===== src/rtl/scoreboard_cmd_scheduler.sv =====
// Button front end for the 00-99 scoreboard counter: synchronise, debounce, arbitrate, and issue one-cycle incr/decr/clr commands.
// Define SCB_AUTOREPEAT_EN to build the hold/auto-repeat path; without it each press yields exactly one command.
module scoreboard_cmd_scheduler #(
    parameter int unsigned SYNC_STAGES  = 2,
    parameter int unsigned DEB_TICKS    = 4,
    parameter int unsigned HOLD_TICKS   = 50,
    parameter int unsigned REPEAT_TICKS = 10,
    parameter int unsigned CNT_W        = 8
) (
    input  logic i_clk,
    input  logic i_rst,
    input  logic i_tick,
    input  logic i_btn_incr,
    input  logic i_btn_decr,
    input  logic i_btn_clr,
    output logic o_cmd_incr,
    output logic o_cmd_decr,
    output logic o_cmd_clr,
    output logic o_busy
);

    localparam int unsigned N_BTN = 3;

    localparam logic [1:0] S_IDLE   = 2'd0;
`ifdef SCB_AUTOREPEAT_EN
    localparam logic [1:0] S_HOLD   = 2'd1;
    localparam logic [1:0] S_REPEAT = 2'd2;
`endif
    localparam logic [1:0] S_LOCK   = 2'd3;

    localparam logic [2:0] CMD_INCR = 3'b001;
    localparam logic [2:0] CMD_DECR = 3'b010;
    localparam logic [2:0] CMD_CLR  = 3'b100;

    // Reject configurations the counters cannot represent
    if (SYNC_STAGES < 2 || DEB_TICKS == 0 || HOLD_TICKS == 0 || REPEAT_TICKS == 0 ||
        (DEB_TICKS >> CNT_W) != 0 || (HOLD_TICKS >> CNT_W) != 0 ||
        (REPEAT_TICKS >> CNT_W) != 0) begin : g_cfg_err
        $error("scoreboard_cmd_scheduler: invalid parameter set");
    end

    logic [N_BTN-1:0] btn_raw;
    logic [N_BTN-1:0] deb_lvl;

    assign btn_raw = {i_btn_clr, i_btn_decr, i_btn_incr};

    // Per-button synchroniser and tick-paced debouncer
    for (genvar g = 0; g < N_BTN; g++) begin : g_btn
        logic [SYNC_STAGES-1:0] sync_q;
        logic [CNT_W-1:0]       deb_cnt_q;
        logic                   deb_q;

        always_ff @(posedge i_clk) begin
            if (i_rst) begin
                sync_q    <= '0;
                deb_cnt_q <= '0;
                deb_q     <= 1'b0;
            end else begin
                sync_q <= {sync_q[SYNC_STAGES-2:0], btn_raw[g]};
                if (i_tick) begin
                    if (sync_q[SYNC_STAGES-1] == deb_q) begin
                        deb_cnt_q <= '0;
                    end else if (deb_cnt_q == CNT_W'(DEB_TICKS - 1)) begin
                        deb_cnt_q <= '0;
                        deb_q     <= ~deb_q;
                    end else begin
                        deb_cnt_q <= deb_cnt_q + CNT_W'(1);
                    end
                end
            end
        end

        assign deb_lvl[g] = deb_q;
    end

    logic d_inc;
    logic d_dec;
    logic d_clr;
    logic d_kill;

    assign d_inc  = deb_lvl[0];
    assign d_dec  = deb_lvl[1];
    assign d_clr  = deb_lvl[2];
    assign d_kill = d_clr | (d_inc & d_dec);

    logic [1:0] state_q;
    logic [1:0] state_n;
    logic [2:0] cmd_q;
    logic [2:0] cmd_n;
    logic       busy_q;

`ifdef SCB_AUTOREPEAT_EN
    logic             dir_q;
    logic             dir_n;
    logic [CNT_W-1:0] cnt_q;
    logic [CNT_W-1:0] cnt_n;
    logic             dir_held;

    // dir 0 = increment, 1 = decrement
    assign dir_held = dir_q ? d_dec : d_inc;
`endif

    // Next-state and command selection; clr beats both-directions beats release beats repeat
    always_comb begin
        state_n = state_q;
        cmd_n   = '0;
`ifdef SCB_AUTOREPEAT_EN
        dir_n   = dir_q;
        cnt_n   = cnt_q;
`endif
        case (state_q)
            S_IDLE: begin
                if (d_kill) begin
                    cmd_n   = CMD_CLR;
                    state_n = S_LOCK;
                end else if (d_inc ^ d_dec) begin
                    cmd_n   = d_inc ? CMD_INCR : CMD_DECR;
`ifdef SCB_AUTOREPEAT_EN
                    dir_n   = d_dec;
                    cnt_n   = CNT_W'(HOLD_TICKS);
                    state_n = S_HOLD;
`else
                    state_n = S_LOCK;
`endif
                end
            end
`ifdef SCB_AUTOREPEAT_EN
            S_HOLD, S_REPEAT: begin
                if (d_kill) begin
                    cmd_n   = CMD_CLR;
                    state_n = S_LOCK;
                end else if (!dir_held) begin
                    state_n = S_IDLE;
                end else if (i_tick) begin
                    if (cnt_q == CNT_W'(1)) begin
                        cmd_n   = dir_q ? CMD_DECR : CMD_INCR;
                        cnt_n   = CNT_W'(REPEAT_TICKS);
                        state_n = S_REPEAT;
                    end else begin
                        cnt_n = cnt_q - CNT_W'(1);
                    end
                end
            end
`endif
            S_LOCK: begin
                if (!(d_inc | d_dec | d_clr)) begin
                    state_n = S_IDLE;
                end
            end
            default: begin
                state_n = S_IDLE;
            end
        endcase
    end

    always_ff @(posedge i_clk) begin
        if (i_rst) begin
            state_q <= S_IDLE;
            cmd_q   <= '0;
            busy_q  <= 1'b0;
        end else begin
            state_q <= state_n;
            cmd_q   <= cmd_n;
            busy_q  <= (state_n != S_IDLE);
        end
    end

`ifdef SCB_AUTOREPEAT_EN
    always_ff @(posedge i_clk) begin
        if (i_rst) begin
            dir_q <= 1'b0;
            cnt_q <= '0;
        end else begin
            dir_q <= dir_n;
            cnt_q <= cnt_n;
        end
    end
`endif

    assign o_cmd_incr = cmd_q[0];
    assign o_cmd_decr = cmd_q[1];
    assign o_cmd_clr  = cmd_q[2];
    assign o_busy     = busy_q;

endmodule


===== config.mk =====
export PLATFORM = sky130hd
export DESIGN_NAME = scoreboard_cmd_scheduler
export DESIGN_NICKNAME = d
export VERILOG_FILES = /design/src/rtl/scoreboard_cmd_scheduler.sv
export SDC_FILE = /design/constraint.sdc
export NUM_CORES = 1
export LEC_CHECK = 0
export ABC_AREA = 1
export BUFFER_PORTS_ARGS = -buffer_cell sky130_fd_sc_hd__buf_2
export CELL_PAD_IN_SITES_DETAIL_PLACEMENT = 1
export CELL_PAD_IN_SITES_GLOBAL_PLACEMENT = 1
export CORE_UTILIZATION = 43
export DETAILED_ROUTE_END_ITERATION = 6
export PLACE_DENSITY_LB_ADDON = 0.15
export SETUP_SLACK_MARGIN = 0.05
export SYNTH_ARGS = -nofsm -noshare
export SYNTH_HDL_FRONTEND = slang
export SYNTH_SLANG_ARGS = --single-unit

===== constraint.sdc =====
create_clock -name i_clk -period 1.45 [get_ports i_clk]
set_input_delay 0.2175 -clock i_clk [delete_from_list [all_inputs] [get_ports i_clk]]
set_output_delay 0.2175 -clock i_clk [all_outputs]
set_load 0.05 [all_outputs]

### Word level (Yosys, flattened, before mapping)

Cells that the tools add are included.

* bitwise logic cells: 13
* mux-type cells: 13
* reductions and logical operators: 7
* add/subtract/negate cells: 3
* equality and inequality tests: 7

Operators by type and width (number)
* 8-bit 2-to-1 mux: 6
* 8-bit by 1-bit adder with 8-bit output, second input constant: 3
* 8-bit by 2-bit equality test with 1-bit output, second input constant: 3
* 2-bit 2-to-1 mux: 5
* 3-bit AND reduction: 3
* 1-bit NOT: 8
* 2-bit case mux with 2 select lines: 1
* 4-bit OR reduction: 1
* 1-bit equality test: 3
* 3-bit 2-to-1 mux: 1
* 1-bit bitwise OR: 3
* 2-bit equality test, second input constant: 1
* 2-bit zero test: 1
* 2-bit nonzero test: 1
* 2-bit OR reduction: 1
* 1-bit AND: 1
* 1-bit XOR: 1

* output and inout port bits: 4
* register bits after elaboration: 39
* input port bits: 6

### Longest topological paths before layout

* depth in word-level cells: 5
* mapped depth: 9
* depth with buffers taken out: 8

### Worst setup path after synthesis

Ideal clock, no wire load.

* path kind: reg2reg
* from: reg g_btn[0].deb_q (netlist: d_inc)
* to: reg busy_q (netlist: o_busy)
* stages on the path, launching flop included: 5
* arrival: 1.093 ns
* setup time: 0.130 ns
* path buffers: 0
* path slack: 0.227 ns
* clock period less this slack: 1.223 ns
* cells stage by stage: dfxtp_1 > inv_1 > ha_1 > o21ai_0 > a31oi_1

* cells in the longest elaborated chain, start to end: 5
* elaborated cells between the ends (all ways): 10
* classes of those cells: mux (4); bitwise (5); reduce/logical (1)

RTL lines
* from (decl): RTL line 51 `logic deb_q;`
* from (signal assigned): RTL line 65 `deb_q <= ~deb_q;`
* 1-bit bitwise OR (tied with other cells) (2 in series): RTL line 146 `if (!(d_inc | d_dec | d_clr)) begin`
* 2-bit 2-to-1 mux (on tied branches): RTL line 146, 113
* 2-bit case mux with 2 select lines (*): RTL line 111 `case (state_q)`
* 2-bit nonzero test (*): RTL line 164 `busy_q <= (state_n != S_IDLE);`
* to (signal assigned): RTL line 164
* to (decl): RTL line 90 `logic busy_q;`

Mark *: on every way between the ends. The rest lies on a longest branch, timed or not.
A chain may end at the register's enable or synchronous reset.

### Worst setup path after layout

* from: reg g_btn[2].deb_cnt_q[1]
* to: reg g_btn[2].deb_cnt_q[1]

* cells in the longest elaborated chain, start to end: 3
* elaborated cells between the ends (all ways): 4
* classes of those cells: add/sub (1); eq/ne (1); mux (2)

RTL lines
* from (decl): RTL line 50 `logic [CNT_W-1:0] deb_cnt_q;`
* from (signal assigned): RTL line 67 `deb_cnt_q <= deb_cnt_q + CNT_W'(1);`
* 8-bit by 1-bit adder with 8-bit output / 8-bit by 2-bit equality test with 1-bit output (equally long branches): RTL line 67, 63
* 8-bit 2-to-1 mux (*): RTL line 63 `end else if (deb_cnt_q == CNT_W'(DEB_TICKS - 1)) begin`
* 8-bit 2-to-1 mux (*): RTL line 61 `if (sync_q[SYNC_STAGES-1] == deb_q) begin`

Marks and branches as above.

==> reports/metrics.csv <==
metric,value,unit
Place WS,85.7,ps
TritonCTS clock tree,built,
Port-buffer cells,9,
Hold Fails Final Rpt,0,
CTS Buffer Depth,2,
Netlist cell types,24,
initial core utilization,45.0,%
Post-Route Skew,3.68,ps
Max Clk Rate,780,MHz
Pwr Total,0.00189,W
Synthesized Nets,297,
Seq cells post-synth,39,
"Slew Viols, Final",0,
Yosys warning count,0,
row cnt,24,
Syn Std Cell Area,0.00196,sq mm
GR Util All Layers,19.6,%
post-DP HPWL,3.22,mm
final net count,313,
switch share,23.9,%
Setup CP Type,flip-flop to flip-flop,
largest cells by area after synthesis,"dfxtp_1 40%, nand2_1 13%, nand3_1 6.9%",
antenna violations before repair,0,
Synth-to-Final Area Change,11.3,%
I/O pin count,10,
layout cells sized above 1,15.0,%
DRC viols,0,
first-pass GRT wire length,7.78,mm
post-route ant nets,0,
Hold WC Path Type,input port to flip-flop,
slowest CP cell,dfxtp_2,
placed cell areas,0.00207,sq mm
Final min period,1280,ps
power per cell area,869,mW/mm^2
"Reg clk slew, reported paths",80,ps
Int Pwr,0.00144,W
largest area contributor in the netlist,dfxtp_1,
vias in the first global route,1793,
Die ar.,0.00483,sq mm
Wirelength per Cell,12.5,um
RSZ-0062 raised after global routing,false,
setup tns final,0,ps
top-area cell type share of the netlist area,39.9,%
Least-Margin Pin Slew,337,ps
max_slew headroom,77.3,%
DR iter-0 viols,66,
leakage,0.806,nW
total global routing overflow,0,
status,"complete, no violations",
Mapped Avg Cell Area,6.89,sq um
DR pass1 iterations,4,
sequential share of power,57.4,%
Post-Layout Inst Area,0.00218,sq mm
Setup-failing EPs final,0,
Post-Syn Instances,284,
critical path capture point type,flip-flop,
crit path DAT,1450,ps
Layout Utilization,50.1,%
CP required,1610,ps
largest net degree at the start of global routing,19,
"Largest stage delay, worst path",350,ps
period utilisation layout,88.4,%
Die Height,69.5,um
Max Cap Viol,0,
Final GP Congestion,0.756,
clock share of power,37.7,%
Psw,0.000452,W
Final WS setup,168,ps
core area,0.00435,sq mm
Clock Sinks,39,
fillers,578,
Die X,69.5,um
Max VDD drop,0.000705,V
type of origin of the critical path,flip-flop,
CTS buffer count,5,
vias per std cell,5.01,
CTS H-tree lvls,2,
CTS root buf,clkbuf_8,
part of the Yosys area used for sequential elements,39.9,%
WL final,4.41,mm
crit path max fanout,8,
Comb pwr share,4.9,%
clock latency on the worst-skew pair,290,ps
critical path cell sequence,ha_2 > nand2_1 > nor2_1 > nand2_2 > buf_4 > nand3_1 > a21oi_1,
via count,1768,
n_diodes,0,
## state kept, by name, summed over array words and instances (netlist names)
name / flops
g_btn.deb_cnt_q: 24
g_btn.sync_q: 6
cmd_q: 3
state_q: 2
d_clr: 1
d_dec: 1
d_inc: 1
o_busy: 1
## layout make-up
class	instances	area, sq um	share of cell area, %
Multi-Input combinational cell	202	1020	46.7
Clock inverter	3	15.0	0.689
Inverter	37	139	6.37
Clock buffer	5	68.8	3.16
Sequential cell	39	785	36.0
Timing Repair Buffer	15	90.1	4.13
Tap cell	52	65.1	2.99
## what timing repair did
| action | 4_1_cts | 5_1_grt |
|---|---|---|
| hold buffers | 0 | 0 |
| endpoints found under the setup margin | 0 | 6 |
| buffers inserted | 0 | 1 |
| resized for setup | 0 | 7 |
## worst max-delay path, delay by kind of cell, from the launching register on
family / cells / cell delay [ps]
adder cells (fa/ha/maj): 1 / 200
AND/OR/NAND/NOR: 4 / 400
AO/OA/AOI/OAI: 1 / 60
buffers and inverters: 1 / 170
flip-flops: 1 / 350
## path summary, 6_finish.rpt
kind | slack [ps] | endpoint | startpoint | depth (start not counted)
setup / recovery | 170 | g_btn[2].deb_cnt_q[1]$_SDFFE_PP0P_ | g_btn[2].deb_cnt_q[1]$_SDFFE_PP0P_ | 7
hold / removal | 130 | g_btn[0].sync_q[0]$_SDFF_PP0_ | i_btn_incr | 3
setup reg to reg | 170 | g_btn[2].deb_cnt_q[1]$_SDFFE_PP0P_ | g_btn[2].deb_cnt_q[1]$_SDFFE_PP0P_ | 7
hold reg to reg | 410 | g_btn[1].sync_q[1]$_SDFF_PP0_ | g_btn[1].sync_q[0]$_SDFF_PP0_ | 2
## per-stage QoR
| stage | std cells | hold slack [ps] |
|---|---|---|
| after floorplan | 284 | 324 |
| after global placement | 344 | 390 |
| after detailed placement | 344 | 406 |
| after CTS | 352 | 123 |
| after global routing | 353 | 126 |
| final | 353 | 132 |
## kinds of logic after synthesis
kind of cell | count (synthesis) | share of synthesized area [%]
AO/OA/AOI/OAI | 47 | 13.0
adder cells (fa/ha/maj) | 7 | 4.47
XOR/XNOR | 3 | 1.34
buffers and inverters | 43 | 8.95
flip-flops | 39 | 39.9
AND/OR/NAND/NOR | 145 | 32.4
## Yosys cell counts (all sizes together)
cell type and number:
nand3 29, o21ai 19, nand4 3, nor3 3, nor2 40, nand2 70
a21boi 1, clkbuf 1, a21oi 26, inv 37, a31oi 1, buf 5
ha 7, xor2 3, dfxtp 39
## layout by cell type (no fill, tap or decap), types with 2 or more instances in the layout
master | Yosys | final
nand2_1 | 67 | 67
nor2_1 | 36 | 36
dfxtp_1 | 39 | 36
inv_1 | 33 | 33
nand3_1 | 27 | 27
a21oi_1 | 23 | 23
o21ai_0 | 17 | 16
buf_2 | 4 | 9
buf_4 | 0 | 6
ha_1 | 7 | 5
clkbuf_8 | 0 | 5
inv_2 | 4 | 4
nor2_4 | 3 | 3
nand4_1 | 3 | 3
nand2_2 | 3 | 3
nor3_1 | 3 | 3
a21oi_2 | 3 | 3
xor2_1 | 3 | 3
clkinv_2 | 0 | 3
dfxtp_2 | 0 | 3
nand3_2 | 2 | 2
o21ai_1 | 1 | 2
## metal layers
layer | vias up | global-route usage (%) | wire length [um]
met5 | - | 0 | 0
met4 | 0 | 4.54 | 29
met3 | 2 | 3.92 | 81
met2 | 11 | 35.7 | 2210
met1 | 821 | 23.4 | 2090
li1 | 934 | - | -
## power by group through the flow
stage	Combinational [W]	Clock [W]	Sequential, W
finish	0.0000923	0.000714	0.00109
global route	0.000104	0.000774	0.00109
CTS	0.0000949	0.000737	0.00109
detailed placement	0.0000940	0	0.00111
global placement	0.0000914	0	0.00111
floorplan	0.0000601	0	0.00111
Note: power is estimated with default switching activity, not from simulation.
